**config.mk**
```make
export PLATFORM = sky130hd
export DESIGN_NAME = inst_fetch_unit
export DESIGN_NICKNAME = d
export VERILOG_FILES = /design/src/rtl/fetch_pkg.sv /design/src/rtl/inst_queue.sv /design/src/rtl/inst_fetch_unit.sv
export SDC_FILE = /design/constraint.sdc
export NUM_CORES = 1
export LEC_CHECK = 0
export CAP_MARGIN = 5
export CORE_AREA = 2 2 141 157
export CTS_BUF_LIST = sky130_fd_sc_hd__clkbuf_4 sky130_fd_sc_hd__clkbuf_8 sky130_fd_sc_hd__clkbuf_16
export CTS_CLUSTER_DIAMETER = 150
export DETAILED_ROUTE_END_ITERATION = 6
export DIE_AREA = 0 0 143 159
export PLACE_DENSITY = 0.78
export SLEW_MARGIN = 20
export SYNTH_ARGS = -nofsm -noshare
export SYNTH_HDL_FRONTEND = slang
export SYNTH_SLANG_ARGS = --single-unit
export TNS_END_PERCENT = 100
```
**constraint.sdc**
```tcl
create_clock -name clk -period 3.8 [get_ports clk]
set_clock_uncertainty 0.1 [all_clocks]
set_input_delay 1.14 -clock clk [delete_from_list [all_inputs] [get_ports clk]]
set_output_delay 1.14 -clock clk [all_outputs]
set_load 0.01 [all_outputs]
```
**src/rtl/fetch_pkg.sv**
```systemverilog
// rtl/fetch_pkg.sv - shared constants and types for the instruction fetch front end
package fetch_pkg;

    localparam int INST_W = 32;
    localparam int PC_STEP = 4;
    localparam logic [5:0] HALT_OPCODE = 6'b111111;

    typedef enum logic [0:0] {
        FETCH  = 1'b0,
        HALTED = 1'b1
    } fetch_state_e;

    typedef struct packed {
        logic [INST_W-1:0] inst;
        logic [31:0]       pc;
    } queue_entry_t;

endpackage

```
**src/rtl/inst_queue.sv**
```systemverilog
// rtl/inst_queue.sv - in-order instruction FIFO with flush; head reads as zero when empty
module inst_queue
    import fetch_pkg::*;
#(
    parameter int DEPTH = 4
) (
    input  logic         clk,
    input  logic         rst_n,
    input  logic         push,
    input  logic         pop,
    input  logic         flush,
    input  queue_entry_t wr_entry,
    output queue_entry_t head,
    output logic         full,
    output logic         empty
);

    localparam int AW = $clog2(DEPTH);

    queue_entry_t   mem [DEPTH];
    logic [AW-1:0]  wr_ptr;
    logic [AW-1:0]  rd_ptr;
    logic [AW:0]    count;
    logic           do_push;
    logic           do_pop;

    // A pop on an empty queue has nothing to remove; a push into a full queue
    // is only legal when the head leaves in the same cycle.
    assign do_pop  = pop && !empty;
    assign do_push = push && (!full || do_pop);

    assign full  = (count == (AW+1)'(DEPTH));
    assign empty = (count == '0);
    assign head  = empty ? '0 : mem[rd_ptr];

    always_ff @(posedge clk or negedge rst_n) begin
        if (!rst_n) begin
            wr_ptr <= '0;
            rd_ptr <= '0;
            count  <= '0;
        end else if (flush) begin
            wr_ptr <= '0;
            rd_ptr <= '0;
            count  <= '0;
        end else begin
            if (do_push) wr_ptr <= wr_ptr + 1'b1;
            if (do_pop)  rd_ptr <= rd_ptr + 1'b1;
            case ({do_push, do_pop})
                2'b10:   count <= count + 1'b1;
                2'b01:   count <= count - 1'b1;
                default: count <= count;
            endcase
        end
    end

    always_ff @(posedge clk) begin
        if (do_push && !flush) mem[wr_ptr] <= wr_entry;
    end

endmodule

```
**src/rtl/inst_fetch_unit.sv**
```systemverilog
// rtl/inst_fetch_unit.sv - PC/ROM fetcher feeding an in-order issue queue; FETCH_STATS_EN adds counters
module inst_fetch_unit
    import fetch_pkg::*;
#(
    parameter int          QUEUE_DEPTH = 4,
    parameter logic [31:0] RESET_PC    = 32'h0,
    parameter int          ROM_BYTES   = 100
) (
    input  logic        clk,
    input  logic        rst_n,
    output logic        rom_nrd,
    output logic [31:0] rom_addr,
    input  logic [31:0] rom_data,
    input  logic        redirect_valid,
    input  logic [31:0] redirect_pc,
    input  logic        issue_ready,
    output logic        issue_valid,
    output logic [31:0] issue_inst,
    output logic [31:0] issue_pc,
`ifdef FETCH_STATS_EN
    output logic [31:0] stat_fetched,
    output logic [31:0] stat_stall_cycles,
`endif
    output logic        fetch_halted
);

    localparam logic [31:0] LAST_PC = 32'(ROM_BYTES - PC_STEP);

    fetch_state_e state;
    logic [31:0]  pc;
    logic         q_full;
    logic         q_empty;
    queue_entry_t q_head;
    queue_entry_t q_wr;
    logic         pop;
    logic         in_range;
    logic         fetch_en;
    logic         halt_word;

    assign pop       = issue_valid && issue_ready;
    assign in_range  = (pc <= LAST_PC);
    assign halt_word = (rom_data[31:26] == HALT_OPCODE);
    // Gated by rst_n so the ROM strobe stays idle while reset is held.
    assign fetch_en  = rst_n && (state == FETCH) && in_range && !redirect_valid
                       && (!q_full || pop);

    assign rom_nrd      = !fetch_en;
    assign rom_addr     = pc;
    assign issue_valid  = !q_empty;
    assign issue_inst   = q_head.inst;
    assign issue_pc     = q_head.pc;
    assign fetch_halted = (state == HALTED);
    assign q_wr         = '{inst: rom_data, pc: pc};

    inst_queue #(.DEPTH(QUEUE_DEPTH)) u_queue (
        .clk      (clk),
        .rst_n    (rst_n),
        .push     (fetch_en),
        .pop      (pop && !redirect_valid),
        .flush    (redirect_valid),
        .wr_entry (q_wr),
        .head     (q_head),
        .full     (q_full),
        .empty    (q_empty)
    );

    always_ff @(posedge clk or negedge rst_n) begin
        if (!rst_n) begin
            state <= FETCH;
            pc    <= RESET_PC;
        end else if (redirect_valid) begin
            state <= FETCH;
            pc    <= {redirect_pc[31:2], 2'b00};
        end else if (state == FETCH) begin
            if (fetch_en) begin
                pc <= pc + 32'(PC_STEP);
                if (halt_word) state <= HALTED;
            end else if (!in_range) begin
                state <= HALTED;
            end
        end
    end

`ifdef FETCH_STATS_EN
    // Counters survive redirects and stick at all-ones rather than wrapping.
    always_ff @(posedge clk or negedge rst_n) begin
        if (!rst_n) begin
            stat_fetched      <= '0;
            stat_stall_cycles <= '0;
        end else begin
            if (fetch_en && stat_fetched != 32'hFFFF_FFFF)
                stat_fetched <= stat_fetched + 1'b1;
            if (state == FETCH && q_full && !pop && stat_stall_cycles != 32'hFFFF_FFFF)
                stat_stall_cycles <= stat_stall_cycles + 1'b1;
        end
    end
`endif

endmodule

```
==> impl_metrics.sql <==
INSERT INTO impl_metrics (metric_group, metric, value, unit) VALUES
('timing', 'worst_pin_slew', '0.566', 'ns'),
('clocking', 'cts_buffers', '27', ''),
('place', 'buffer_ports.inserted', '160', ''),
('worst_setup_path', 'ff2ff_path_depth', '9', ''),
('pwr', 'design_power_total', '6400', 'µW'),
('cells_and_area', 'filler_cell_count', '1354', ''),
('floorplan', 'die_outline_height', '159', 'µm'),
('routing', 'drt-vias-per-instance', '5.48', ''),
('clocking', 'cts_root_buffer', 'sky130_fd_sc_hd__clkbuf_16', ''),
('timing', 'slew-limit-headroom', '61.9', '%'),
('place', 'routabilityCongestion', '0.800', ''),
('clocking', 'cts_tree', 'done', ''),
('worst_setup_path', 'category_of_the_worst_setup_path_capture_point', 'output pin', ''),
('timing', 'final.setup.worst_slack', '0.105', 'ns'),
('timing', 'finalMaxSlewViolations', '0', ''),
('timing', 'timing.final.crit_share', '97.2', '%'),
('floorplan', 'die_width', '143', 'µm'),
('worst_setup_path', 'r2r-end', 'u_queue.count[2]$_DFFE_PN0P_', ''),
('cells_and_area', 'layout_overhead_on_the_synthesized_area', '27.3', '%'),
('synth', 'synth.lib_cells_used.distinct', '45', ''),
('routing', 'drt_initial_violations', '500', ''),
('place', 'placement.setup.worst_slack', '-0.228', 'ns'),
('cells_and_area', 'share_of_layout_cells_above_drive_strength_1', '22.5', '%'),
('floorplan', 'die_area', '22700', 'µm²'),
('routing', 'routed_wirelength', '22.2', 'mm'),
('grt', 'grt_max_degree', '63', ''),
('floorplan', 'rows', '56', ''),
('worst_setup_path', 'cp.arrival', '2.45', 'ns'),
('cells_and_area', 'diodes', '0', ''),
('synth', 'ys.warnings.count', '0', ''),
('clocking', 'cts_num_sinks', '286', ''),
('outcome', 'run_status', 'finished clean', ''),
('worst_setup_path', 'cp_launch_type', 'flop', ''),
('worst_setup_path', 'cp-endpoint', 'issue_pc[29]', ''),
('routing', 'drtAntennaViolNets', '0', ''),
('synth', 'synth.top_cells.by_count', 'sky130_fd_sc_hd__edfxtp_1, sky130_fd_sc_hd__and2_1, sky130_fd_sc_hd__mux4_2', ''),
('run', 'cap_violations', '0', ''),
('worst_setup_path', 'critical_path_depth', '4', ''),
('routing', 'drt_first_pass_iters', '4', ''),
('grt', 'grt_pass1_wl', '34.4', 'mm'),
('synth', 'synth_seq_area_share', '74.8', '%'),
('synth', 'netlist_top_cells_area', 'sky130_fd_sc_hd__edfxtp_1, sky130_fd_sc_hd__mux4_2, sky130_fd_sc_hd__dfrtp_1', ''),
('grt', 'grt_antenna_before_repair', '0', ''),
('grt', 'grt_overflow', '0', ''),
('worst_setup_path', 'worstPathCellList', 'buf_12, mux4_2, and2_1, clkdlybuf4s50_1', ''),
('floorplan', 'core_area', '21100', 'µm²'),
('grt', 'grt_pass1_vias', '6092', ''),
('min_path', 'hold_path_class', 'flop to flop', ''),
('synth', 'synth_most_common_cell', 'sky130_fd_sc_hd__edfxtp_1', ''),
('timing', 'setup_viol', '0', ''),
('synth', 'ys_async_sr_fraction', '13.3', '%'),
('cells_and_area', 'layout_utilization', '67.8', '%'),
('clocking', 'clkTransAtPathRegs', '0.06', 'ns'),
('pwr', 'p_leak', '0.00470', 'µW'),
('worst_setup_path', 'critPathTopFamily', 'buffers and inverters', ''),
('timing', 'timing.final.hold_violations', '0', ''),
('timing', 'fmax', '271', 'MHz'),
('cells_and_area', 'layout.nets', '823', ''),
('cells_and_area', 'multi_input_comb_area', '2660', 'µm²'),
('synth', 'synth_edf_count', '248', ''),
('timing', 'rsz0062_at_grt', 'false', ''),
('synth', 'synth_flop_cell', 'sky130_fd_sc_hd__edfxtp_1', ''),
('floorplan', 'floorplan.io_pins', '167', ''),
('timing', 'min_cycle_time_layout', '3.69', 'ns'),
('synth', 'netlist.area_leader.share', '66.4', '%'),
('clocking', 'cts-htree-levels', '1', ''),
('worst_setup_path', 'worstReg2RegStart', 'rom_addr[27]$_DFFE_PN0N_', ''),
('synth', 'postSynthRegisterBits', '286', ''),
('grt', 'grt.total_usage', '19.9', '%'),
('worst_setup_path', 'crit_path_max_fanout', '20', ''),
('routing', 'wl_per_cell', '21.0', 'µm');
## area by class of cell
cell class              count  area share [%]
multi-input cells         237            18.6
well taps                 290            2.54
inverters                   9           0.236
clock buffers              34            5.23
clock inverters            15           0.928
flip-flops and latches    286            58.8
repair buffers            187            13.6
## state kept, by name, indices dropped and copies added, names as in the netlist
| register | cells |
|---|---|
| u_queue.wr_ptr | 2 |
| rom_addr | 30 |
| u_queue.rd_ptr | 2 |
| u_queue.count | 3 |
| u_queue.mem | 248 |
| fetch_halted | 1 |
## worst min-delay path by stage
| stage | endpoint | start | cells past startpoint |
|---|---|---|---|
| 2_1_floorplan | u_queue.wr_ptr[0]$_DFFE_PN0P_ | u_queue.wr_ptr[0]$_DFFE_PN0P_ | 1 |
| 3_3_place_gp | u_queue.mem[2][19]$_DFFE_PP_ | rom_addr[19]$_DFFE_PN0N_ | 0 |
| 3_5_place_dp | u_queue.wr_ptr[0]$_DFFE_PN0P_ | u_queue.wr_ptr[0]$_DFFE_PN0P_ | 1 |
| 4_1_cts | u_queue.wr_ptr[0]$_DFFE_PN0P_ | u_queue.wr_ptr[0]$_DFFE_PN0P_ | 1 |
| 5_1_grt | u_queue.wr_ptr[0]$_DFFE_PN0P_ | u_queue.wr_ptr[0]$_DFFE_PN0P_ | 1 |
| 6_report | u_queue.wr_ptr[0]$_DFFE_PN0P_ | u_queue.wr_ptr[0]$_DFFE_PN0P_ | 1 |
## through the flow
stage / hold slack [ns] / instances / TNS (ns) / cell area, µm²
after global placement: 0.444 / 1007 / -0.250 / 13400
after floorplan: 0.415 / 563 / 0 / 11200
final: 0.465 / 1058 / 0 / 14300
after detailed placement: 0.457 / 1007 / -0.228 / 13400
after CTS: 0.465 / 1058 / -0.0317 / 14300
after global routing: 0.502 / 1058 / 0 / 14300
## cells in the final DEF (no fill, tap or decap), types with 3 or more instances in the layout
master | synthesis | routed
sky130_fd_sc_hd__nor2b_1 | 3 | 3
sky130_fd_sc_hd__clkbuf_16 | 0 | 27
sky130_fd_sc_hd__buf_12 | 0 | 11
sky130_fd_sc_hd__o21ai_0 | 3 | 3
sky130_fd_sc_hd__dfrtp_1 | 38 | 36
sky130_fd_sc_hd__nand2_1 | 8 | 8
sky130_fd_sc_hd__nor2_1 | 13 | 13
sky130_fd_sc_hd__nand4_1 | 5 | 5
sky130_fd_sc_hd__edfxtp_1 | 248 | 248
sky130_fd_sc_hd__clkinv_2 | 0 | 3
sky130_fd_sc_hd__nor3_1 | 4 | 4
sky130_fd_sc_hd__clkdlybuf4s50_1 | 0 | 157
sky130_fd_sc_hd__and2_1 | 66 | 62
sky130_fd_sc_hd__ha_1 | 6 | 6
sky130_fd_sc_hd__clkbuf_4 | 0 | 4
sky130_fd_sc_hd__clkinvlp_4 | 0 | 4
sky130_fd_sc_hd__inv_1 | 8 | 7
sky130_fd_sc_hd__mux2_2 | 25 | 25
sky130_fd_sc_hd__mux4_2 | 62 | 62
sky130_fd_sc_hd__and2_4 | 0 | 4
sky130_fd_sc_hd__buf_4 | 5 | 15
sky130_fd_sc_hd__clkinv_1 | 0 | 5
sky130_fd_sc_hd__a21oi_1 | 3 | 3
sky130_fd_sc_hd__clkbuf_8 | 0 | 3
sky130_fd_sc_hd__conb_1 | 1 | 4
sky130_fd_sc_hd__nor4_1 | 7 | 7
## what timing repair did
action,CTS,global route
endpoints found under the setup margin,53,1
buffers inserted,2,0
resized for setup,1,3
hold buffers,0,0
pin swaps,0,2
## cells by family (layout without fill, tap and decap cells)
group | after synthesis | count (layout) | share of synthesized area, %
mux | 88 | 88 | 15.0
compound gates | 21 | 21 | 1.38
fa+ha+maj | 7 | 7 | 0.847
flops | 286 | 286 | 74.8
xor+xnor | 4 | 4 | 0.312
buf+inv | 40 | 245 | 1.65
simple gates | 113 | 113 | 5.90
other cells | 1 | 4 | 0.0334
## where the power goes
part           leakage, µW  switching (µW)  internal (µW)
registers          0.00269            60.2           3460
clock network     0.000426            1090           1530
logic              0.00159             103            150
total              0.00470            1250           5140
## routing by layer
layer  share of wire [%]  up-vias  global-route usage (%)
met5                   0        -                       0
met1                  40     2952                    27.2
li1                    -     2596                       -
met2                  50      229                    33.0
met4                 1.7        0                    5.36
met3                 7.5       25                    4.03
(Power assumes the default switching activity.)
